==> src/rtl/uart_pkg.sv <==
// ---------------------------------------------------------------------------
// uart_pkg
// Shared definitions for the UART transmit path:
//   - frame geometry (bits per frame, bit counter width)
//   - baud divider width and a divider table for a 100 MHz system clock
//   - transmit engine state encoding
//   - frame assembly helper used when the shift register is armed
// ---------------------------------------------------------------------------
package uart_pkg;

    localparam int unsigned UART_BAUD_W    = 19;
    localparam int unsigned UART_FRAME_N   = 11;
    localparam int unsigned UART_BIT_CNT_W = 4;

    // Transmit engine control states
    typedef enum logic [1:0] {
        ST_IDLE  = 2'b00,
        ST_ARM   = 2'b01,
        ST_SHIFT = 2'b10
    } tx_state_e;

    // Supported line rates
    typedef enum logic [3:0] {
        BAUD_300    = 4'd0,
        BAUD_1200   = 4'd1,
        BAUD_2400   = 4'd2,
        BAUD_4800   = 4'd3,
        BAUD_9600   = 4'd4,
        BAUD_19200  = 4'd5,
        BAUD_38400  = 4'd6,
        BAUD_57600  = 4'd7,
        BAUD_115200 = 4'd8,
        BAUD_230400 = 4'd9,
        BAUD_460800 = 4'd10,
        BAUD_921600 = 4'd11
    } baud_sel_e;

    // Clocks-per-bit minus one at 100 MHz, rounded down to the nearest clock
    function automatic logic [UART_BAUD_W-1:0] baud_k_for(input baud_sel_e sel);
        logic [UART_BAUD_W-1:0] k_v;
        case (sel)
            BAUD_300:    k_v = 19'd333332;
            BAUD_1200:   k_v = 19'd83332;
            BAUD_2400:   k_v = 19'd41665;
            BAUD_4800:   k_v = 19'd20832;
            BAUD_9600:   k_v = 19'd10415;
            BAUD_19200:  k_v = 19'd5207;
            BAUD_38400:  k_v = 19'd2603;
            BAUD_57600:  k_v = 19'd1735;
            BAUD_115200: k_v = 19'd867;
            BAUD_230400: k_v = 19'd433;
            BAUD_460800: k_v = 19'd216;
            BAUD_921600: k_v = 19'd107;
            default:     k_v = 19'd867;
        endcase
        return k_v;
    endfunction

    // Frame image with bit 0 leaving first: leading idle 1, start 0,
    // d0..d6, then the two parity-generator bits.
    function automatic logic [UART_FRAME_N-1:0] build_frame(
        input logic       b10,
        input logic       b9,
        input logic [6:0] data
    );
        return {b10, b9, data, 1'b0, 1'b1};
    endfunction

endpackage

==> src/rtl/tx_baud_gen.sv <==
// ---------------------------------------------------------------------------
// tx_baud_gen
// Bit-time generator for the transmit engine. Counts clocks while doit is
// high and flags btu on the last clock of each bit time. The counter is held
// at zero whenever doit is low, so every frame starts on a fresh bit time.
// Ports:
//   clk      in   system clock
//   reset_n  in   asynchronous active-low reset
//   doit     in   engine is shifting a frame
//   baud_k   in   clocks per bit minus one
//   btu      out  bit-time up: last clock of the current bit
// ---------------------------------------------------------------------------
module tx_baud_gen
    import uart_pkg::*;
#(
    parameter int unsigned BAUD_W = UART_BAUD_W
) (
    input  logic              clk,
    input  logic              reset_n,
    input  logic              doit,
    input  logic [BAUD_W-1:0] baud_k,
    output logic              btu
);

    logic [BAUD_W-1:0] baud_cnt_r;
    logic              btu_s;

    // Terminal count; >= keeps the counter bounded even if baud_k shrinks
    always_comb begin
        btu_s = 1'b0;
        if (doit && (baud_cnt_r >= baud_k)) begin
            btu_s = 1'b1;
        end else begin
            btu_s = 1'b0;
        end
    end

    // Bit-time counter: cleared when idle and on every bit boundary
    always_ff @(posedge clk or negedge reset_n) begin
        if (!reset_n) begin
            baud_cnt_r <= {BAUD_W{1'b0}};
        end else if (!doit) begin
            baud_cnt_r <= {BAUD_W{1'b0}};
        end else if (btu_s) begin
            baud_cnt_r <= {BAUD_W{1'b0}};
        end else begin
            baud_cnt_r <= baud_cnt_r + {{(BAUD_W-1){1'b0}}, 1'b1};
        end
    end

    assign btu = btu_s;

endmodule

==> src/rtl/tx_shift_engine.sv <==
// ---------------------------------------------------------------------------
// tx_shift_engine
// UART transmit engine. Latches a byte on load, presents it to the parity
// generator as load_data, waits one cycle (ARM) for bit9/bit10 to settle,
// then freezes the 11-bit frame into a shift register and sends it LSB-first
// at baud_k+1 clocks per bit.
// Ports:
//   clk        in   system clock
//   reset_n    in   asynchronous active-low reset (aborts a frame in flight)
//   load       in   one-cycle write strobe; accepted only while tx_rdy=1
//   out_port   in   byte to transmit, valid with load
//   baud_k     in   clocks per bit minus one, static during a frame
//   bit10      in   parity generator bit 10 (parity or stop)
//   bit9       in   parity generator bit 9 (d7, parity or stop)
//   load_data  out  latched byte toward the parity generator
//   tx         out  serial line, idle high
//   tx_rdy     out  engine idle, next load will be taken
//   tx_done    out  one-cycle pulse when the last bit time ends
// ---------------------------------------------------------------------------
module tx_shift_engine
    import uart_pkg::*;
#(
    parameter int unsigned BAUD_W  = UART_BAUD_W,
    parameter int unsigned FRAME_N = UART_FRAME_N
) (
    input  logic              clk,
    input  logic              reset_n,
    input  logic              load,
    input  logic [7:0]        out_port,
    input  logic [BAUD_W-1:0] baud_k,
    input  logic              bit10,
    input  logic              bit9,
    output logic [7:0]        load_data,
    output logic              tx,
    output logic              tx_rdy,
    output logic              tx_done
);

    localparam logic [UART_BIT_CNT_W-1:0] LAST_BIT = UART_BIT_CNT_W'(FRAME_N - 1);
    localparam logic [UART_BIT_CNT_W-1:0] BIT_ONE  = UART_BIT_CNT_W'(1);

    tx_state_e                   state_r;
    tx_state_e                   state_nxt_s;
    logic [7:0]                  load_data_r;
    logic [FRAME_N-1:0]          sr_r;
    logic [UART_BIT_CNT_W-1:0]   bit_cnt_r;
    logic                        doit_r;
    logic                        load_d_r;
    logic                        tx_rdy_r;
    logic                        tx_done_r;
    logic                        btu_s;
    logic                        accept_s;
    logic                        arm_s;
    logic                        shift_s;
    logic                        frame_end_s;
    logic                        recover_s;

    tx_baud_gen #(
        .BAUD_W (BAUD_W)
    ) u_baud_gen (
        .clk     (clk),
        .reset_n (reset_n),
        .doit    (doit_r),
        .baud_k  (baud_k),
        .btu     (btu_s)
    );

    // Control state register
    always_ff @(posedge clk or negedge reset_n) begin
        if (!reset_n) begin
            state_r <= ST_IDLE;
        end else begin
            state_r <= state_nxt_s;
        end
    end

    // Next-state and per-cycle action strobes
    always_comb begin
        state_nxt_s = state_r;
        accept_s    = 1'b0;
        arm_s       = 1'b0;
        shift_s     = 1'b0;
        frame_end_s = 1'b0;
        recover_s   = 1'b0;
        case (state_r)
            ST_IDLE: begin
                if (load) begin
                    accept_s    = 1'b1;
                    state_nxt_s = ST_ARM;
                end else begin
                    state_nxt_s = ST_IDLE;
                end
            end
            ST_ARM: begin
                // ARM is only legal right after an accepted load
                if (load_d_r) begin
                    arm_s       = 1'b1;
                    state_nxt_s = ST_SHIFT;
                end else begin
                    recover_s   = 1'b1;
                    state_nxt_s = ST_IDLE;
                end
            end
            ST_SHIFT: begin
                if (btu_s) begin
                    shift_s = 1'b1;
                    if (bit_cnt_r == LAST_BIT) begin
                        frame_end_s = 1'b1;
                        state_nxt_s = ST_IDLE;
                    end else begin
                        state_nxt_s = ST_SHIFT;
                    end
                end else begin
                    state_nxt_s = ST_SHIFT;
                end
            end
            default: begin
                recover_s   = 1'b1;
                state_nxt_s = ST_IDLE;
            end
        endcase
    end

    // Byte latch toward the parity generator; untouched while busy
    always_ff @(posedge clk or negedge reset_n) begin
        if (!reset_n) begin
            load_data_r <= 8'h00;
        end else if (accept_s) begin
            load_data_r <= out_port;
        end
    end

    // CPU-side handshake flags and the one-cycle ARM marker
    always_ff @(posedge clk or negedge reset_n) begin
        if (!reset_n) begin
            tx_rdy_r  <= 1'b1;
            tx_done_r <= 1'b0;
            load_d_r  <= 1'b0;
        end else begin
            tx_done_r <= frame_end_s;
            load_d_r  <= accept_s;
            if (accept_s) begin
                tx_rdy_r <= 1'b0;
            end else if (frame_end_s || recover_s) begin
                tx_rdy_r <= 1'b1;
            end
        end
    end

    // Frame shift register, bit counter and shift enable. bit9/bit10 are
    // sampled only at ARM, so later changes cannot disturb the frame.
    always_ff @(posedge clk or negedge reset_n) begin
        if (!reset_n) begin
            sr_r      <= {FRAME_N{1'b1}};
            bit_cnt_r <= {UART_BIT_CNT_W{1'b0}};
            doit_r    <= 1'b0;
        end else if (arm_s) begin
            sr_r      <= build_frame(bit10, bit9, load_data_r[6:0]);
            bit_cnt_r <= {UART_BIT_CNT_W{1'b0}};
            doit_r    <= 1'b1;
        end else if (shift_s) begin
            // Ones fill from the top so the line idles high after the frame
            sr_r      <= {1'b1, sr_r[FRAME_N-1:1]};
            bit_cnt_r <= bit_cnt_r + BIT_ONE;
            if (frame_end_s) begin
                doit_r <= 1'b0;
            end
        end else if (recover_s) begin
            sr_r   <= {FRAME_N{1'b1}};
            doit_r <= 1'b0;
        end
    end

    assign load_data = load_data_r;
    assign tx        = sr_r[0];
    assign tx_rdy    = tx_rdy_r;
    assign tx_done   = tx_done_r;

endmodule

==> config.mk <==
export PLATFORM = sky130hd
export DESIGN_NAME = tx_shift_engine
export DESIGN_NICKNAME = d
export VERILOG_FILES = /design/src/rtl/uart_pkg.sv /design/src/rtl/tx_baud_gen.sv /design/src/rtl/tx_shift_engine.sv
export SDC_FILE = /design/constraint.sdc
export NUM_CORES = 1
export LEC_CHECK = 0
export BUFFER_PORTS_ARGS = -buffer_cell sky130_fd_sc_hd__buf_2
export CORE_MARGIN = 2
export CORE_UTILIZATION = 25
export CTS_CLUSTER_DIAMETER = 100
export DETAILED_ROUTE_END_ITERATION = 8
export GPL_TIMING_DRIVEN = 1
export PLACE_DENSITY = 0.49
export SLEW_MARGIN = 20
export SYNTH_ARGS = -nofsm -noshare
export SYNTH_HDL_FRONTEND = slang
export SYNTH_SLANG_ARGS = --single-unit
==> constraint.sdc <==
create_clock -name clk -period 5 [get_ports clk]
set_input_delay 0.75 -clock clk [delete_from_list [all_inputs] [get_ports clk]]
set_output_delay 0.75 -clock clk [all_outputs]
set_load 0.01 [all_outputs]
==> results.yml <==
run_status:
  status: "finished, final reports clean"
grt:
  grt_max_degree: 48
  grtUsageTotal_pct: 10.0
  gr-total-overflow: 0
  antenna_found_initial: 0
  grt_pass1_vias: 2154
  grt_pass1_wl_um: 10400
clock_network:
  cts_tree: "built"
  clkTransAtPathRegs_ns: 0.06
  numCtsBuffers: 5
  clock_sinks: 47
  clockBufferDepth: 2
  postCtsSetupRepairBufs: 0
  insertion_delay_ns: 0.28
  h-tree-depth: 2
  root_buffer: "clkbuf_16"
  post_cts_resized: 0
  holdBufCountCts: 0
critical_path:
  crit_path_max_fanout: 25
  worstPathCellList: "buf_2 > inv_1 > ha_1 > nand4_4 > nor4_4 > nand2_2 > o211ai_4 > nand3_1 > a32o_1"
  cp-end-kind: "flop"
  crit_type: "input port to flop"
  arrival_ns: 2.89
  r2r_start: "u_baud_gen.baud_cnt_r[18]"
  worst_path_max_delay_cell: "o211ai_4"
  cp-start-kind: "input port"
  startpoint: "baud_k[18]"
  reg2reg_slack_ns: 2.44
  r2r_end: "bit_cnt_r[0]"
  critPathMaxStageDelay_ns: 0.58
  reg2reg_depth: 7
  cp-endpoint: "bit_cnt_r[0]"
  cp.required_ns: 5.17
cells_and_area:
  fin_nets: 382
  utilization_pct: 29.6
  fillCellCount: 1230
  area_growth_pct: 16.7
  final_area_sq_um: 3350
  drive_above_1_share_pct: 27.4
  diodes: 0
pwr:
  internal-power_mw: 0.620
  vdd_ir_drop_max_mv: 0.132
  clock_power_share_pct: 38.8
  power_frac_seq_pct: 50.9
  combPwrFrac_pct: 10.3
  leakage_nw: 1.63
  p_per_area_nw_per_um2: 244
  p_sw_mw: 0.198
  switching_share_pct: 24.2
timing:
  max_freq_ghz: 0.368
  hold_viol: 0
  slew_headroom_pct: 46.5
  setup_slack_ns: 2.28
  fin_setup_tns_ns: 0
  clock_skew_ns: 0.00723
  rsz0062_at_grt: "false"
  tightest_slew_ns: 0.803
  period_minus_slack_ns: 2.72
  setup_viol: 0
  finalCritPeriodShare_pct: 54.4
  slew_violations: 0
synth:
  synth_area_leaders: "dfrtp_1 31%, dfstp_2 11%, ha_1 9.6%"
  syn_nets: 342
  synth_top_area_share_pct: 30.5
  synth_top_area_cell: "dfrtp_1"
  async_reset_ff_share_pct: 100
  synth.cell_area_sq_um: 2870
  ys_ff_latch: 47
  synth_ff_type: "dfrtp_1"
  synth_cells: 288
  synth-edff-count: 0
  ys_seq_area_share_pct: 41.5
  synth.distinct_cells: 45
  yosys_warnings: 0
  synth_area_per_cell_sq_um: 9.97
min_path:
  whs_path_depth: 1
  hold_class: "flop to flop"
route:
  postRouteAntennaNets: 0
  drt-initial-drc-count: 156
  avgViaCountPerCell: 4.55
  num_vias: 2149
  met3_wirelength_um: 278
  dr_wl_met2_um: 2690
  dr.max_layer_used: "met4"
  wl_per_cell_um: 12.6
  drtPass1Iterations: 4
  wl_met1_um: 2940
  remaining_drc_errors: 0
  routed_wl_um: 5950
floorplanning:
  placementRows: 39
  ios: 43
  die_area_sq_um: 12400
  fp.dieW_um: 111
  die_h_um: 111
  start_util_pct: 25.4
  core_area_sq_um: 11300
placement:
  dp_hpwl_um: 4310
  io_buffers: 42
  dpl_worst_slack_ns: 1.98
  routabilityCongestion: 0.764
  place_area_sq_um: 3210
flow_run:
  maxCapViolations: 0
[worst min-delay path by stage]
stage | startpoint | endpoint
detailed placement | u_baud_gen.baud_cnt_r[0] | u_baud_gen.baud_cnt_r[0]
CTS | u_baud_gen.baud_cnt_r[0] | u_baud_gen.baud_cnt_r[0]
floorplan | reset_n | bit_cnt_r[0]
finish | u_baud_gen.baud_cnt_r[0] | u_baud_gen.baud_cnt_r[0]
global route | u_baud_gen.baud_cnt_r[0] | u_baud_gen.baud_cnt_r[0]
global placement | u_baud_gen.baud_cnt_r[0] | u_baud_gen.baud_cnt_r[0]
[cells in the final DEF (no fill, tap or decap), drive strengths merged, types with 10 or more instances in the layout]
cell type	synthesis	layout
a21oi	10	10
dfrtp	35	35
dfstp	12	12
ha	22	22
mux2	17	17
inv	23	23
buf	4	44
nand2	17	17
nor3	11	11
nor2	41	41
[layer usage]
layer | track usage, % | vias to the layer above
li1 | - | 1099
met5 | 0 | -
met3 | 2.41 | 5
met1 | 13.8 | 1000
met4 | 1.48 | 0
met2 | 16.5 | 45
[cells in the mapped netlist (all sizes together), types with 2 or more instances]
library cell and count:
a211oi 9, a21o 3, a21oi 10, a31o 3, a32o 3, and2 2, and3 7, buf 4
clkbuf 7, dfrtp 35, dfstp 12, ha 22, inv 23, mux2 17, nand2 17, nand3 9
nand4 7, nor2 41, nor3 11, o21ai 4, o22ai 9, xnor2 8, xor2 9
[registers in the layout (all words and copies together) (netlist names)]
name,flops
load_d_r,1
bit_cnt_r,4
tx_done,1
u_baud_gen.baud_cnt_r,19
doit_r,1
load_data,8
tx_rdy,1
state_r,1
sr_r,11
[worst max-delay path, delay by kind of cell]
kind | cells | cell delay, ns
fa+ha+maj | 1 | 0.37
compound gates | 2 | 0.87
simple gates | 4 | 0.79
buf+inv | 2 | 0.11
[area by class of cell]
class	count	area [sq um]	area share (%)
clock buffer	7	133	3.96
clock inverter	1	7.51	0.224
inverter	23	86.3	2.58
multi-input combinational	207	1530	45.6
sequential	47	1190	35.5
tap	143	179	5.34
timing repair buffer	44	225	6.72
[cells by family after synthesis]
family	synth area share, %
muxes	6.67
adders and majority gates	9.59
buffers and inverters	5.27
AOI/OAI and AO/OA	13.7
and+or+nand+nor	18.1
DFF	41.5
xor gates and xnor gates	5.19
[stage by stage]
step           hold slack [ns]  std cells  total power [mW]
3_3_place_gp             0.483        464             0.508
2_1_floorplan            0.449        288             0.472
5_1_grt                  0.531        472             0.871
3_5_place_dp             0.483        464             0.510
6_report                 0.487        472             0.818
4_1_cts                  0.492        472             0.837
[power groups by stage]
stage | logic (mW) | registers, mW | clock network, mW
2_1_floorplan | 0.0537 | 0.418 | 0
3_3_place_gp | 0.0833 | 0.424 | 0
3_5_place_dp | 0.0860 | 0.424 | 0
4_1_cts | 0.0868 | 0.417 | 0.333
5_1_grt | 0.101 | 0.420 | 0.350
6_report | 0.0840 | 0.417 | 0.317
Note: power is estimated with default switching activity, not from simulation.
